--- config.mk ---
export PLATFORM = sky130hd
export DESIGN_NAME = wb_arbiter2_flat
export DESIGN_NICKNAME = d
export VERILOG_FILES = /design/src/rtl/wb_arbiter2_if.sv /design/src/rtl/wb_arbiter2.sv /design/src/flat_wrapper.sv
export SDC_FILE = /design/constraint.sdc
export NUM_CORES = 1
export LEC_CHECK = 0
export ABC_CLOCK_PERIOD_IN_PS = 2000
export CORE_AREA = 2 2 96 98
export DETAILED_ROUTE_END_ITERATION = 16
export DIE_AREA = 0 0 98 100
export GPL_ROUTABILITY_DRIVEN = 0
export PLACE_DENSITY = 0.73
export SYNTH_ARGS = -nofsm -noshare
export SYNTH_HDL_FRONTEND = slang
export SYNTH_SLANG_ARGS = --single-unit
--- constraint.sdc ---
create_clock -name clk_i -period 2 [get_ports clk_i]
set_clock_uncertainty 0.05 [all_clocks]
set_input_delay 0.2 -clock clk_i [delete_from_list [all_inputs] [get_ports clk_i]]
set_output_delay 0.2 -clock clk_i [all_outputs]
set_load 0.005 [all_outputs]
--- src/rtl/wb_arbiter2_if.sv ---
// Bus bundle between two Wishbone-like masters, the shared slave and the arbiter.
// The arbiter connects through the "slave" modport. Bench/master logic connects through "master".
interface wb_arbiter2_if #(
    parameter int WIDTH = 32,
    parameter int ABITS = 10
);
    logic             m0_cyc_i, m0_stb_i, m0_we_i, m0_bst_i;
    logic [ABITS-1:0] m0_adr_i;
    logic [WIDTH-1:0] m0_dat_i;
    logic             m0_ack_o, m0_wat_o, m0_err_o;
    logic [WIDTH-1:0] m0_dat_o;

    logic             m1_cyc_i, m1_stb_i, m1_we_i, m1_bst_i;
    logic [ABITS-1:0] m1_adr_i;
    logic [WIDTH-1:0] m1_dat_i;
    logic             m1_ack_o, m1_wat_o, m1_err_o;
    logic [WIDTH-1:0] m1_dat_o;

    logic             s_cyc_o, s_stb_o, s_we_o, s_bst_o;
    logic [ABITS-1:0] s_adr_o;
    logic [WIDTH-1:0] s_dat_o;
    logic             s_ack_i, s_wat_i, s_err_i;
    logic [WIDTH-1:0] s_dat_i;

    modport slave (
        input  m0_cyc_i, m0_stb_i, m0_we_i, m0_bst_i, m0_adr_i, m0_dat_i,
        output m0_ack_o, m0_wat_o, m0_err_o, m0_dat_o,
        input  m1_cyc_i, m1_stb_i, m1_we_i, m1_bst_i, m1_adr_i, m1_dat_i,
        output m1_ack_o, m1_wat_o, m1_err_o, m1_dat_o,
        output s_cyc_o, s_stb_o, s_we_o, s_bst_o, s_adr_o, s_dat_o,
        input  s_ack_i, s_wat_i, s_err_i, s_dat_i
    );

    modport master (
        output m0_cyc_i, m0_stb_i, m0_we_i, m0_bst_i, m0_adr_i, m0_dat_i,
        input  m0_ack_o, m0_wat_o, m0_err_o, m0_dat_o,
        output m1_cyc_i, m1_stb_i, m1_we_i, m1_bst_i, m1_adr_i, m1_dat_i,
        input  m1_ack_o, m1_wat_o, m1_err_o, m1_dat_o,
        input  s_cyc_o, s_stb_o, s_we_o, s_bst_o, s_adr_o, s_dat_o,
        output s_ack_i, s_wat_i, s_err_i, s_dat_i
    );
endinterface

--- src/rtl/wb_arbiter2.sv ---
// Two-master round-robin arbiter in front of one slave. The grant is registered and held
// for the master's whole cyc. Handover to a waiting master happens with no idle cycle.
module wb_arbiter2 (
    input  logic              clk_i,
    input  logic              rst_ni,
    wb_arbiter2_if.slave      bus,
    output logic [1:0]        gnt_o
);
    typedef enum logic [1:0] {
        IDLE = 2'b00,
        G0   = 2'b01,
        G1   = 2'b10
    } gnt_e;

    gnt_e gnt_q, gnt_d;
    logic last_q, last_d;

    always_ff @(posedge clk_i or negedge rst_ni) begin
        if (!rst_ni) begin
            gnt_q  <= IDLE;
            last_q <= 1'b1;
        end else begin
            gnt_q  <= gnt_d;
            last_q <= last_d;
        end
    end

    always_comb begin
        gnt_d  = IDLE;
        last_d = last_q;
        case (gnt_q)
            IDLE: begin
                // On a tie, grant the master that was not served most recently.
                if (bus.m0_cyc_i && bus.m1_cyc_i) gnt_d = last_q ? G0 : G1;
                else if (bus.m0_cyc_i)            gnt_d = G0;
                else if (bus.m1_cyc_i)            gnt_d = G1;
            end
            G0: begin
                if (bus.m0_cyc_i)      gnt_d = G0;
                else if (bus.m1_cyc_i) gnt_d = G1;
            end
            G1: begin
                if (bus.m1_cyc_i)      gnt_d = G1;
                else if (bus.m0_cyc_i) gnt_d = G0;
            end
            default: gnt_d = IDLE;
        endcase
        if (gnt_d == G0 && gnt_q != G0) last_d = 1'b0;
        if (gnt_d == G1 && gnt_q != G1) last_d = 1'b1;
    end

    // The slave side is a pure mux of the granted master. IDLE drives all zeros.
    always_comb begin
        bus.s_cyc_o = 1'b0;
        bus.s_stb_o = 1'b0;
        bus.s_we_o  = 1'b0;
        bus.s_bst_o = 1'b0;
        bus.s_adr_o = '0;
        bus.s_dat_o = '0;
        case (gnt_q)
            G0: begin
                bus.s_cyc_o = bus.m0_cyc_i;
                bus.s_stb_o = bus.m0_stb_i;
                bus.s_we_o  = bus.m0_we_i;
                bus.s_bst_o = bus.m0_bst_i;
                bus.s_adr_o = bus.m0_adr_i;
                bus.s_dat_o = bus.m0_dat_i;
            end
            G1: begin
                bus.s_cyc_o = bus.m1_cyc_i;
                bus.s_stb_o = bus.m1_stb_i;
                bus.s_we_o  = bus.m1_we_i;
                bus.s_bst_o = bus.m1_bst_i;
                bus.s_adr_o = bus.m1_adr_i;
                bus.s_dat_o = bus.m1_dat_i;
            end
            default: ;
        endcase
    end

    assign bus.m0_dat_o = bus.s_dat_i;
    assign bus.m1_dat_o = bus.s_dat_i;
    assign bus.m0_ack_o = bus.s_ack_i & gnt_q[0];
    assign bus.m1_ack_o = bus.s_ack_i & gnt_q[1];
    assign bus.m0_err_o = bus.s_err_i & gnt_q[0];
    assign bus.m1_err_o = bus.s_err_i & gnt_q[1];
    // A requesting master that does not hold the grant is told to wait.
    assign bus.m0_wat_o = gnt_q[0] ? bus.s_wat_i : bus.m0_cyc_i;
    assign bus.m1_wat_o = gnt_q[1] ? bus.s_wat_i : bus.m1_cyc_i;

    assign gnt_o = gnt_q;
endmodule

--- src/flat_wrapper.sv ---
// flat-port wrapper written by rule: the top's interface ports become plain ports
module wb_arbiter2_flat 
  (clk_i, rst_ni, gnt_o, bus_m0_cyc_i, bus_m0_stb_i, bus_m0_we_i, bus_m0_bst_i, bus_m0_adr_i, bus_m0_dat_i, bus_m0_ack_o, bus_m0_wat_o, bus_m0_err_o, bus_m0_dat_o, bus_m1_cyc_i, bus_m1_stb_i, bus_m1_we_i, bus_m1_bst_i, bus_m1_adr_i, bus_m1_dat_i, bus_m1_ack_o, bus_m1_wat_o, bus_m1_err_o, bus_m1_dat_o, bus_s_cyc_o, bus_s_stb_o, bus_s_we_o, bus_s_bst_o, bus_s_adr_o, bus_s_dat_o, bus_s_ack_i, bus_s_wat_i, bus_s_err_i, bus_s_dat_i);
  wb_arbiter2_if #(.WIDTH(32), .ABITS(10)) bus_i ();
  input  logic clk_i;
  input  logic rst_ni;
  output logic [1:0] gnt_o;
  input wire logic [$bits(bus_i.m0_cyc_i)-1:0] bus_m0_cyc_i;
  input wire logic [$bits(bus_i.m0_stb_i)-1:0] bus_m0_stb_i;
  input wire logic [$bits(bus_i.m0_we_i)-1:0] bus_m0_we_i;
  input wire logic [$bits(bus_i.m0_bst_i)-1:0] bus_m0_bst_i;
  input wire logic [$bits(bus_i.m0_adr_i)-1:0] bus_m0_adr_i;
  input wire logic [$bits(bus_i.m0_dat_i)-1:0] bus_m0_dat_i;
  output wire logic [$bits(bus_i.m0_ack_o)-1:0] bus_m0_ack_o;
  output wire logic [$bits(bus_i.m0_wat_o)-1:0] bus_m0_wat_o;
  output wire logic [$bits(bus_i.m0_err_o)-1:0] bus_m0_err_o;
  output wire logic [$bits(bus_i.m0_dat_o)-1:0] bus_m0_dat_o;
  input wire logic [$bits(bus_i.m1_cyc_i)-1:0] bus_m1_cyc_i;
  input wire logic [$bits(bus_i.m1_stb_i)-1:0] bus_m1_stb_i;
  input wire logic [$bits(bus_i.m1_we_i)-1:0] bus_m1_we_i;
  input wire logic [$bits(bus_i.m1_bst_i)-1:0] bus_m1_bst_i;
  input wire logic [$bits(bus_i.m1_adr_i)-1:0] bus_m1_adr_i;
  input wire logic [$bits(bus_i.m1_dat_i)-1:0] bus_m1_dat_i;
  output wire logic [$bits(bus_i.m1_ack_o)-1:0] bus_m1_ack_o;
  output wire logic [$bits(bus_i.m1_wat_o)-1:0] bus_m1_wat_o;
  output wire logic [$bits(bus_i.m1_err_o)-1:0] bus_m1_err_o;
  output wire logic [$bits(bus_i.m1_dat_o)-1:0] bus_m1_dat_o;
  output wire logic [$bits(bus_i.s_cyc_o)-1:0] bus_s_cyc_o;
  output wire logic [$bits(bus_i.s_stb_o)-1:0] bus_s_stb_o;
  output wire logic [$bits(bus_i.s_we_o)-1:0] bus_s_we_o;
  output wire logic [$bits(bus_i.s_bst_o)-1:0] bus_s_bst_o;
  output wire logic [$bits(bus_i.s_adr_o)-1:0] bus_s_adr_o;
  output wire logic [$bits(bus_i.s_dat_o)-1:0] bus_s_dat_o;
  input wire logic [$bits(bus_i.s_ack_i)-1:0] bus_s_ack_i;
  input wire logic [$bits(bus_i.s_wat_i)-1:0] bus_s_wat_i;
  input wire logic [$bits(bus_i.s_err_i)-1:0] bus_s_err_i;
  input wire logic [$bits(bus_i.s_dat_i)-1:0] bus_s_dat_i;
  assign bus_i.m0_cyc_i = bus_m0_cyc_i;
  assign bus_i.m0_stb_i = bus_m0_stb_i;
  assign bus_i.m0_we_i = bus_m0_we_i;
  assign bus_i.m0_bst_i = bus_m0_bst_i;
  assign bus_i.m0_adr_i = bus_m0_adr_i;
  assign bus_i.m0_dat_i = bus_m0_dat_i;
  assign bus_m0_ack_o = bus_i.m0_ack_o;
  assign bus_m0_wat_o = bus_i.m0_wat_o;
  assign bus_m0_err_o = bus_i.m0_err_o;
  assign bus_m0_dat_o = bus_i.m0_dat_o;
  assign bus_i.m1_cyc_i = bus_m1_cyc_i;
  assign bus_i.m1_stb_i = bus_m1_stb_i;
  assign bus_i.m1_we_i = bus_m1_we_i;
  assign bus_i.m1_bst_i = bus_m1_bst_i;
  assign bus_i.m1_adr_i = bus_m1_adr_i;
  assign bus_i.m1_dat_i = bus_m1_dat_i;
  assign bus_m1_ack_o = bus_i.m1_ack_o;
  assign bus_m1_wat_o = bus_i.m1_wat_o;
  assign bus_m1_err_o = bus_i.m1_err_o;
  assign bus_m1_dat_o = bus_i.m1_dat_o;
  assign bus_s_cyc_o = bus_i.s_cyc_o;
  assign bus_s_stb_o = bus_i.s_stb_o;
  assign bus_s_we_o = bus_i.s_we_o;
  assign bus_s_bst_o = bus_i.s_bst_o;
  assign bus_s_adr_o = bus_i.s_adr_o;
  assign bus_s_dat_o = bus_i.s_dat_o;
  assign bus_i.s_ack_i = bus_s_ack_i;
  assign bus_i.s_wat_i = bus_s_wat_i;
  assign bus_i.s_err_i = bus_s_err_i;
  assign bus_i.s_dat_i = bus_s_dat_i;
  wb_arbiter2 u_core (.clk_i(clk_i), .rst_ni(rst_ni), .bus(bus_i), .gnt_o(gnt_o));
endmodule
; After elaboration in Yosys (flattened, before gate mapping)
; Index checks and enable logic that the tools add are counted.
; Widths: inputs -> output; s select.
[word_totals]
elab_cells = 34
out_inout_bits = 118
inputBits = 129
ff_bits = 3
[op_classes]
muxes = 17
bitwise_logic = 4
n_reduce_logical = 5
n_eq_ne = 6
[op_table]
columns = operator, count
row1 = $pmux 32 s2, 1
row2 = $pmux 10 s2, 1
row3 = $mux 2, 5
row4 = $pmux 1 s2, 4
row5 = $pmux 2 s3, 1
row6 = $mux 1, 5
row7 = $and 1x1->1, 4
row8 = $eq 2x1->1 const B, 2
row9 = $eq 2x2->1 const B, 2
row10 = $logic_and 1x1->1, 3
row11 = $logic_not 2->1, 1
row12 = $ne 2x1->1 const B, 1
row13 = $ne 2x2->1 const B, 1
row14 = $reduce_bool 2->1, 1

; Longest topological paths before layout
; Gate-level depths: netlist of run 1.
[depth]
word_depth = 8
mapped_depth = 7

; Least setup slack after synthesis of run 1
; Ideal clock, no wire load.
[synth_path]
path_kind = register -> output
from = reg u_core.gnt_q[0], in the netlist u_core.gnt_o[0]
to = out bus_s_adr_o[0]
arrival_time_ns = 1.288
slack_ns = 0.462
stages_incl_launch_ff = 6
path_cell_list = dfrtp_1 > inv_1 > ha_1 > clkbuf_2 > clkbuf_1 > nor2b_1
[synth_between]
elab_chain_cells = 2
elab_cells_between_ends = 3
cone_classes = eq/ne: 2 / mux: 1
[synth_rtl]
columns = item, line
row1 = "start, declared", wb_arbiter2.sv:15  ; gnt_e gnt_q, gnt_d;
row2 = "start signal, assigned", wb_arbiter2.sv:23  ; gnt_q <= gnt_d;
row3 = $eq 2x2->1 / $eq 2x1->1 (equally long branches), wb_arbiter2.sv:60  ; case (gnt_q)
row4 = $pmux 10 s2 *, wb_arbiter2.sv:60
row5 = "end, declared", flat_wrapper.sv:32  ; output wire logic [$bits(bus_i.s_adr_o)-1:0] bus_s_adr_o;
; Every way passes the cells marked *; elsewhere a longest branch is shown, timed or not.

; Worst setup path after layout of run 1
[layout_path]
from = reg u_core.gnt_q[1], in the netlist u_core.gnt_o[1]
to = out bus_s_dat_o[27]
[layout_between]
elab_chain_cells = 2
elab_cells_between_ends = 3
cone_classes = eq/ne: 2 / mux: 1
[layout_rtl]
columns = item, line
row1 = $eq 2x2->1 / $eq 2x1->1 (equally long branches), wb_arbiter2.sv:60
row2 = $pmux 32 s2 *, wb_arbiter2.sv:60
row3 = "end, declared", flat_wrapper.sv:33  ; output wire logic [$bits(bus_i.s_dat_o)-1:0] bus_s_dat_o;
; Marked as above.

==> results of run 1 <==
per-stage QoR:
| step | setup TNS, ns | instance area [µm²] | cells | power (W) | utilization, % |
|---|---|---|---|---|---|
| floorplan | 0 | 1480 | 202 | 0.00164 | - |
| global placement | 0 | 2680 | 391 | 0.00299 | 30.1 |
| detailed placement | -0.0764 | 2680 | 391 | 0.00304 | 30.1 |
| CTS | -0.474 | 2770 | 397 | 0.00324 | 31.2 |
| global route | -0.846 | 2990 | 406 | 0.00404 | 33.7 |
| finish | -0.0205 | 2990 | 406 | 0.00369 | 33.7 |
cells by family after synthesis:
family          synth area share (%)
buf+inv                         39.1
simple gates                    24.4
compound gates                  26.4
fa+ha+maj                       3.39
flops                           5.17
mux                             1.52
cells in the mapped netlist:
master | count | area share, %
a22oi_1 | 46 | 23
a32oi_1 | 1 | 0.59
and2_1 | 4 | 1.7
buf_1 | 3 | 0.76
buf_2 | 5 | 1.7
buf_4 | 65 | 33
buf_6 | 2 | 1.5
clkbuf_1 | 4 | 1.0
clkbuf_2 | 1 | 0.34
dfrtp_1 | 2 | 3.4
dfstp_2 | 1 | 1.8
ha_1 | 4 | 3.4
inv_1 | 3 | 0.76
mux2_2 | 2 | 1.5
nand2_1 | 1 | 0.25
nand3b_1 | 1 | 0.51
nor2_1 | 3 | 0.76
nor2b_1 | 50 | 21
o211ai_1 | 1 | 0.51
o21a_1 | 1 | 0.51
o21ai_0 | 1 | 0.34
o311ai_2 | 1 | 1.1
per-layer routing:
metal,wire length (µm),vias to the layer above,track usage (%),share of wire [%]
li1,-,817,-,-
met1,2220,781,11.4,34
met2,3490,94,21.3,54
met3,525,40,3.06,8.1
met4,272,0,6.62,4.2
met5,0,-,0,0
state kept, by name (all words and copies together) (netlist names):
register / count
u_core.last_q: 1
u_core.gnt_o: 2
where the power goes:
group,internal (W),switching [W]
clock network,0.000136,0.0000398
logic,0.00199,0.00140
registers,0.000101,0.0000243
final cells by class:
type | count | area [µm²]
multi-input cells | 116 | 981
well taps | 111 | 139
repair buffers | 169 | 1740
clock buffers | 4 | 45.0
inverters | 3 | 11.3
flip-flops and latches | 3 | 76.3
fillers | 928 | 5900
critical path, delay by kind of cell (launching register included):
kind / cells / cell delay (ns)
adders and majority gates: 1 / 0.17
buffers and inverters: 3 / 0.73
AOI/OAI and AO/OA: 1 / 0.18
and+or+nand+nor: 1 / 0.07
DFF: 1 / 0.38
worst paths after layout:
path	from	to	slack [ns]	depth (start not counted)
max in group asynchronous	rst_ni	u_core.last_q	1.56	1
setup / recovery	u_core.gnt_o[1]	bus_s_dat_o[27]	-0.01	6
min in group clk_i	bus_s_dat_i[2]	bus_m0_dat_o[2]	0.35	0
hold reg to reg	u_core.last_q	u_core.last_q	0.44	2
hold / removal	rst_ni	u_core.gnt_o[1]	0.12	1
setup reg to reg	u_core.gnt_o[0]	u_core.last_q	0.42	6
timing repair:
item,CTS,global route
setup buffers,2,6
gates cloned,0,3
resized for setup,52,23
pin swaps,2,2
setup endpoints to repair,46,9
==> flow_summary.json, run 1 <==
{
  "outcome": "finished with violations",
  "violations": "setup timing",
  "yosys_warnings": 0,
  "drv_cap": 0,
  "tightest_slew_ns": 0.262,
  "antenna_cells": 0,
  "rsz0062_at_grt": "true",
  "critPathCaptureType": "output port",
  "die-area_um2": 9800,
  "gr-total-overflow": 0,
  "pin_count": 247,
  "antenna_found_initial": 0,
  "hp-class": "in -> async",
  "period_share_pct": 101,
  "synth_seq_cells": 3,
  "mostFrequentLayoutCells": "clkdlybuf4s50_1, nor2b_1, dlygate4sd2_1",
  "slew-limit-headroom_pct": 82.5,
  "syn-num-nets": 335,
  "drive_above_1_share_pct": 18.6,
  "cp_cell_sequence": "buf_4 > ha_4 > buf_12 > a22oi_1 > nor2b_1 > clkdlybuf4s50_1",
  "cts_made_buffers": 3,
  "power_density_nw_per_um2": 1230,
  "startpoint_type": "register",
  "cts_buffer_depth": 2,
  "hold_viol_final": 0,
  "fin_crit_ns": 2.01,
  "power.leakage_nw": 1.27,
  "slew_viol_final": 0,
  "gr-usage-all-layers_pct": 11.4,
  "synth_cells": 202,
  "final_common_cell": "clkdlybuf4s50_1",
  "first_pass_iters": 4,
  "synth-seq-area-share_pct": 5.17,
  "crit_fanout": 13,
  "syn_area_per_cell_um2": 7.32,
  "num_rows": 35,
  "h-tree-depth": 1,
  "path_class": "reg -> out",
  "fmax_mhz": 497,
  "clock_sinks": 3,
  "final_antenna_net_count": 0,
  "die_y_um": 100,
  "drt_wl_total_um": 6500,
  "vias": 1732,
  "worstSkewPairLatency_ns": 0.22,
  "cp_data_required_time_ns": 1.75,
  "grt_pass1_vias": 1793,
  "initial_core_util_pct": 16.6,
  "dpl.hpwl_um": 4620,
  "nets": 429,
  "fin_ws_ns": -0.0130,
  "io_buffer_count": 150,
  "arrival_ns": 1.76,
  "routed_via_density": 4.27,
  "cts_hold_buf": 0,
  "syn_area_um2": 1480,
  "die_w_um": 98,
  "grt_max_degree": 28,
  "pre_cts_slack_ns": -0.0444,
  "clkTransAtPathRegs_ns": 0.03,
  "cpMaxStageDelayCell": "clkdlybuf4s50_1",
  "routedWlPerCell_um": 16.0,
  "area_delta_synth_final_pct": 103,
  "setup_violations": 4,
  "cts_tree": "done",
  "drc": 0,
  "drt_iter0_markers": 19,
  "root_buffer": "clkbuf_8",
  "ir_drop_mv": 0.532,
  "yosys.cell_types.count": 22,
  "grt_pass1_wl_um": 9050,
  "hold_ws_ns": 0.119,
  "cpPeakStageDelay_ns": 0.44,
  "core_area_um2": 8890
}
Power figures use the tool's default switching activity.
==> run 2, diff against run 1 <==
--- a/config.mk
+++ b/config.mk
@@ -5,7 +5,6 @@
 export SDC_FILE = /design/constraint.sdc
 export NUM_CORES = 1
 export LEC_CHECK = 0
-export ABC_CLOCK_PERIOD_IN_PS = 2000
 export CORE_AREA = 2 2 96 98
 export DETAILED_ROUTE_END_ITERATION = 16
 export DIE_AREA = 0 0 98 100
==> results of run 2 <==
The final DEF is identical to that of run 1; final timing and power are the same.
